==> config.mk <==
export PLATFORM = sky130hd
export DESIGN_NAME = instr_loader
export DESIGN_NICKNAME = d
export VERILOG_FILES = /design/src/rtl/mips_pkg.sv /design/src/rtl/byte_packer.sv /design/src/rtl/instr_loader.sv
export SDC_FILE = /design/constraint.sdc
export NUM_CORES = 1
export LEC_CHECK = 0
export CAP_MARGIN = 20
export CORE_MARGIN = 1
export CORE_UTILIZATION = 58
export DETAILED_ROUTE_END_ITERATION = 10
export PLACE_DENSITY = 0.82
export SKIP_CTS_REPAIR_TIMING = 1
export SLEW_MARGIN = 20
export SYNTH_ARGS = -nofsm -noshare
export SYNTH_HDL_FRONTEND = slang
export SYNTH_SLANG_ARGS = --single-unit
export TNS_END_PERCENT = 5
==> constraint.sdc <==
create_clock -name clk -period 4.8 [get_ports clk]
set_input_delay 0.72 -clock clk [delete_from_list [all_inputs] [get_ports clk]]
set_output_delay 0.72 -clock clk [all_outputs]
set_load 0.02 [all_outputs]
==> src/rtl/mips_pkg.sv <==
// Shared types and constants for the instruction-memory boot loader.
package mips_pkg;

  typedef enum logic [2:0] {
    IDLE   = 3'd0,
    LEN_HI = 3'd1,
    LEN_LO = 3'd2,
    DATA   = 3'd3,
    DONE   = 3'd4,
    ERROR  = 3'd5
  } loader_state_t;

  localparam int BYTES_PER_WORD = 4;

endpackage

==> src/rtl/byte_packer.sv <==
// Packs a byte stream big-endian into 32-bit words; word_valid pulses on the byte completing a word.
module byte_packer
  import mips_pkg::*;
(
  input  logic        clk,
  input  logic        rst,
  input  logic        clear,
  input  logic        byte_valid,
  input  logic [7:0]  byte_data,
  output logic        word_valid,
  output logic [31:0] word_data
);

  logic [23:0] shift_q;
  logic [1:0]  count_q;

  // The completing byte is combined directly so the word is ready in its own handshake cycle.
  assign word_valid = byte_valid && (count_q == 2'(BYTES_PER_WORD - 1));
  assign word_data  = {shift_q, byte_data};

  always_ff @(posedge clk) begin
    if (rst || clear) begin
      shift_q <= '0;
      count_q <= '0;
    end else if (byte_valid) begin
      shift_q <= {shift_q[15:0], byte_data};
      count_q <= count_q + 2'd1;
    end
  end

endmodule

==> src/rtl/instr_loader.sv <==
// Boot-time loader: receives a length-prefixed byte image and writes it word by word into
// instruction memory, holding the CPU in reset until the whole image has landed.
module instr_loader
  import mips_pkg::*;
#(
  parameter int ADDR_WIDTH  = 32,
  parameter int INSTR_WIDTH = 32,
  parameter int ADDR_SIZE   = 1024
) (
  input  logic                   clk,
  input  logic                   rst,
  input  logic                   start,
  input  logic                   in_valid,
  input  logic [7:0]             in_data,
  output logic                   in_ready,
  output logic                   mem_write_en,
  output logic [ADDR_WIDTH-1:0]  mem_write_addr,
  output logic [INSTR_WIDTH-1:0] mem_write_data,
  output logic                   cpu_rst,
  output logic                   busy,
  output logic                   done,
  output logic                   error
);

  localparam int unsigned MAX_WORDS = ADDR_SIZE / BYTES_PER_WORD;

  // Byte handshake: a byte moves on a cycle where in_valid and in_ready are both high;
  // in_ready is a registered copy of "state is LEN_HI, LEN_LO or DATA".
  loader_state_t state_q, state_d;
  logic [7:0]    len_hi_q;
  logic [15:0]   len_q;
  logic [15:0]   word_cnt_q;
  logic [15:0]   len_rx;
  logic          start_ok;
  logic          byte_fire;
  logic          data_fire;
  logic          last_word;
  logic          word_valid;
  logic [31:0]   word_data;

  assign start_ok  = start && (state_q inside {IDLE, DONE, ERROR});
  assign byte_fire = in_valid && in_ready;
  assign data_fire = byte_fire && (state_q == DATA);
  assign len_rx    = {len_hi_q, in_data};
  assign last_word = (word_cnt_q + 16'd1) == len_q;

  byte_packer u_packer (
    .clk        (clk),
    .rst        (rst),
    .clear      (start_ok),
    .byte_valid (data_fire),
    .byte_data  (in_data),
    .word_valid (word_valid),
    .word_data  (word_data)
  );

  always_comb begin
    state_d = state_q;
    case (state_q)
      IDLE, DONE, ERROR: if (start) state_d = LEN_HI;
      LEN_HI:            if (byte_fire) state_d = LEN_LO;
      LEN_LO: begin
        if (byte_fire) begin
          if (len_rx == 16'd0)                 state_d = DONE;
          else if (32'(len_rx) > MAX_WORDS)    state_d = ERROR;
          else                                 state_d = DATA;
        end
      end
      DATA:              if (word_valid && last_word) state_d = DONE;
      default:           state_d = IDLE;
    endcase
  end

  // Status outputs are registered from the next state so they change on the same edge as the FSM.
  always_ff @(posedge clk) begin
    if (rst) begin
      state_q        <= IDLE;
      len_hi_q       <= '0;
      len_q          <= '0;
      word_cnt_q     <= '0;
      in_ready       <= 1'b0;
      mem_write_en   <= 1'b0;
      mem_write_addr <= '0;
      mem_write_data <= '0;
      cpu_rst        <= 1'b1;
      busy           <= 1'b0;
      done           <= 1'b0;
      error          <= 1'b0;
    end else begin
      state_q      <= state_d;
      in_ready     <= state_d inside {LEN_HI, LEN_LO, DATA};
      busy         <= state_d inside {LEN_HI, LEN_LO, DATA};
      done         <= (state_d == DONE);
      error        <= (state_d == ERROR);
      cpu_rst      <= (state_d != DONE);
      mem_write_en <= 1'b0;

      if (start_ok) begin
        word_cnt_q <= '0;
        len_q      <= '0;
      end
      if (state_q == LEN_HI && byte_fire) len_hi_q <= in_data;
      if (state_q == LEN_LO && byte_fire) len_q <= len_rx;

      if (data_fire && word_valid) begin
        mem_write_en   <= 1'b1;
        mem_write_addr <= ADDR_WIDTH'({word_cnt_q, 2'b00});
        mem_write_data <= INSTR_WIDTH'(word_data);
        word_cnt_q     <= word_cnt_q + 16'd1;
      end
    end
  end

endmodule

==> run_results.csv <==
group,metric,value,unit
finish,fillCellCount,666,
timing,post-route-period-util,59.3,%
logic_synthesis,yosysWarningCount,0,
timing,setup_slack,1.95,ns
placed_design,dpl.hpwl,7.86,mm
logic_synthesis,synth-seq-area-share,46.4,%
detailed_routing,drt-total-wl,12.5,mm
grt,grt_pass1_vias,4312,
timing,hold_ws,0.455,ns
power_and_ir_drop,internal-power,0.00200,W
critical_path,critical_path_arrival,3.24,ns
power_and_ir_drop,ir_worst_vdd,249,uV
flow_run,cap_violations,0,
floorplan,io_pins,82,
timing,max_slew_margin,34.1,%
grt,grt_pass1_wl,20.8,mm
grt,antenna_found_initial,0,
grt,grt_max_degree,71,
logic_synthesis,synth_edf_count,0,
timing,timing.fmax,0.351,GHz
logic_synthesis,syn_avg_cell_area,7.77,um^2
power_and_ir_drop,sw_frac_of_total,22.1,%
cts,tritoncts,"done",
floorplan,initial_core_util,60.1,%
logic_synthesis,async_flop_share,0,%
finish,fin_nets,729,
logic_synthesis,syn_area,0.00527,mm^2
placed_design,port_buffers,65,
cts,htreeDepth,4,
run_status,status,"complete, no violations",
power_and_ir_drop,switchingPower,0.000568,W
critical_path,cp-end-kind,"register",
grt,gr-usage-all-layers,27.1,%
timing,setup_violations,0,
power_and_ir_drop,p_leak,2.14,nW
critical_path,path_class,"register to register",
detailed_routing,drt_iter0_markers,369,
floorplan,core_area,0.00876,mm^2
logic_synthesis,ys_ff_latch,122,
grt,overflow,0,
finish,fin_area,0.00646,mm^2
cts,clk_pin_slew,0.06,ns
power_and_ir_drop,cellPowerDensity,398,mW/mm^2
timing,fin_tns_setup,0,ns
timing,fin_skew,0.00489,ns
cts,clk_latency,0.51,ns
critical_path,path_max_fanout,8,
floorplan,fp.dieH,97.3,um
finish,finalNonFillerCells,836,
power_and_ir_drop,clkPwrFrac,53.7,%
timing,finalHoldViolCount,0,
logic_synthesis,ys_types,58,
floorplan,die_x,97.3,um
finish,drive_above_1_share,7.42,%
cts,cts_sinks,122,
timing,period_needed,2.85,ns
cts,cts_buffers,17,
timing,tightest_slew,0.988,ns
detailed_routing,vias,4762,
finish,syn_to_final_growth,22.7,%
logic_synthesis,synthesis.instances,678,
finish,n_antenna_cell,0,
power_and_ir_drop,combPwrFrac,5.8,%
floorplan,rows,34,
floorplan,die_area,0.00947,mm^2
critical_path,crit_required,5.19,ns
placed_design,pre_cts_ws,1.61,ns
placed_design,gp_congestion,0.894,
power_and_ir_drop,seq_power_share,40.5,%
worst_hold_path,hold_class,"register to register",
cts,clock_path_buffers,2,
logic_synthesis,ys.flop_type,"dfxtp_1",
detailed_routing,firstDrtPassIters,5,
placed_design,dpl_cell_area,0.00580,mm^2
finish,layout.cells.most_common,"nand2_1",
cts,cts_root_buf,"clkbuf_8",
placed_design,dp.cells,803,
detailed_routing,routedWlPerCell,15.0,um
timing,slew_violations,0,
detailed_routing,via_per_inst,5.70,
finish,layout_common_cells,"197 x nand2_1, 122 x dfxtp_1, 114 x a21oi_1, 64 x clkdlybuf4s50_1, 31 x nor2_1",
timing,rsz0062_at_grt,"false",
detailed_routing,drc,0,
critical_path,startpoint_type,"register",
detailed_routing,ant_nets,0,
==> flip-flops by register name, indices dropped and copies added (netlist names) <==
signal / count
mem_write_data: 32
u_packer.shift_q: 24
len_q: 16
mem_write_addr: 16
word_cnt_q: 16
len_hi_q: 8
state_q: 3
u_packer.count_q: 2
busy: 1
cpu_rst: 1
done: 1
error: 1
mem_write_en: 1
==> power by group through the flow <==
stage	Clock [W]	Sequential (W)	Combinational [W]
after floorplan	0	0.00105	0.000123
after global placement	0	0.00106	0.000142
after CTS	0.00139	0.00104	0.000148
after detailed placement	0	0.00106	0.000146
after global routing	0.00144	0.00104	0.000163
final	0.00138	0.00104	0.000150
==> critical path, cell delays in order (launching register included) <==
cell	delay (ns)
dfxtp_1	0.53
ha_1	0.34
nand3_1	0.31
nor2_1	0.24
and3_2	0.25
xnor2_1	0.12
nor4_4	0.40
a31oi_2	0.19
or3_1	0.36
==> layout make-up <==
type	count	area [um^2]	area share, %
clock buffer	21	459	7.10
clock inverter	11	191	2.96
inverter	1	3.75	0.0581
timing repair buffer	71	694	10.7
sequential	122	2440	37.8
tap	108	135	2.09
multi-input combinational	502	2540	39.3
==> per-stage QoR <==
step | total power (W) | utilization, %
after floorplan | 0.00118 | -
after global placement | 0.00120 | 66.2
after detailed placement | 0.00121 | 66.2
after CTS | 0.00258 | 73.6
after global routing | 0.00265 | 73.8
final | 0.00257 | 73.8
==> routing by layer <==
metal,vias to the layer above,GRT usage [%],part of all wire [%]
li1,2316,-,-
met1,2207,37.6,44
met2,217,42.0,48
met3,22,5.40,6.6
met4,0,9.62,1.4
met5,-,0,0
==> kinds of logic (layout without fill, tap and decap cells) <==
family / after synthesis / after routing / synth area share [%]
AO/OA/AOI/OAI: 152 / 152 / 15.6
adder cells (fa/ha/maj): 2 / 2 / 0.475
XOR/XNOR: 25 / 25 / 4.16
flip-flops: 122 / 122 / 46.4
AND/OR/NAND/NOR: 305 / 305 / 26.2
buffers and inverters: 69 / 104 / 6.67
other: 1 / 16 / 0.0712
multiplexers: 2 / 2 / 0.404
==> path summary, 6_finish.rpt <==
check | to | cells after the start | startpoint | slack (ns)
min | mem_write_addr[16] | 2 | mem_write_addr[16] | 0.45
max reg2reg | cpu_rst | 8 | word_cnt_q[0] | 1.95
max | cpu_rst | 8 | word_cnt_q[0] | 1.95
min reg2reg | mem_write_addr[16] | 2 | mem_write_addr[16] | 0.45
==> Yosys cell counts (2+ instances only) <==
cell      instances  area share [%]
nand2_1         197              14
dfxtp_1         122              46
a21oi_1         114              11
clkbuf_1         37             2.6
nor2_1           32             2.3
nand3_1          25             2.4
buf_4            21             3.0
o21ai_0          21             2.0
xnor2_1          18             3.0
nor3_1           10            0.95
nor4_1            7            0.83
xor2_1            7             1.2
or3_1             5            0.59
buf_1             4            0.28
buf_2             4            0.38
and3_1            3            0.36
nand4_1           3            0.36
a22oi_1           2            0.28
a311o_1           2            0.38
and2_1            2            0.24
and4_1            2            0.33
ha_1              2            0.47
nand2b_1          2            0.24
nor4_2            2            0.47
(Power assumes the default switching activity.)
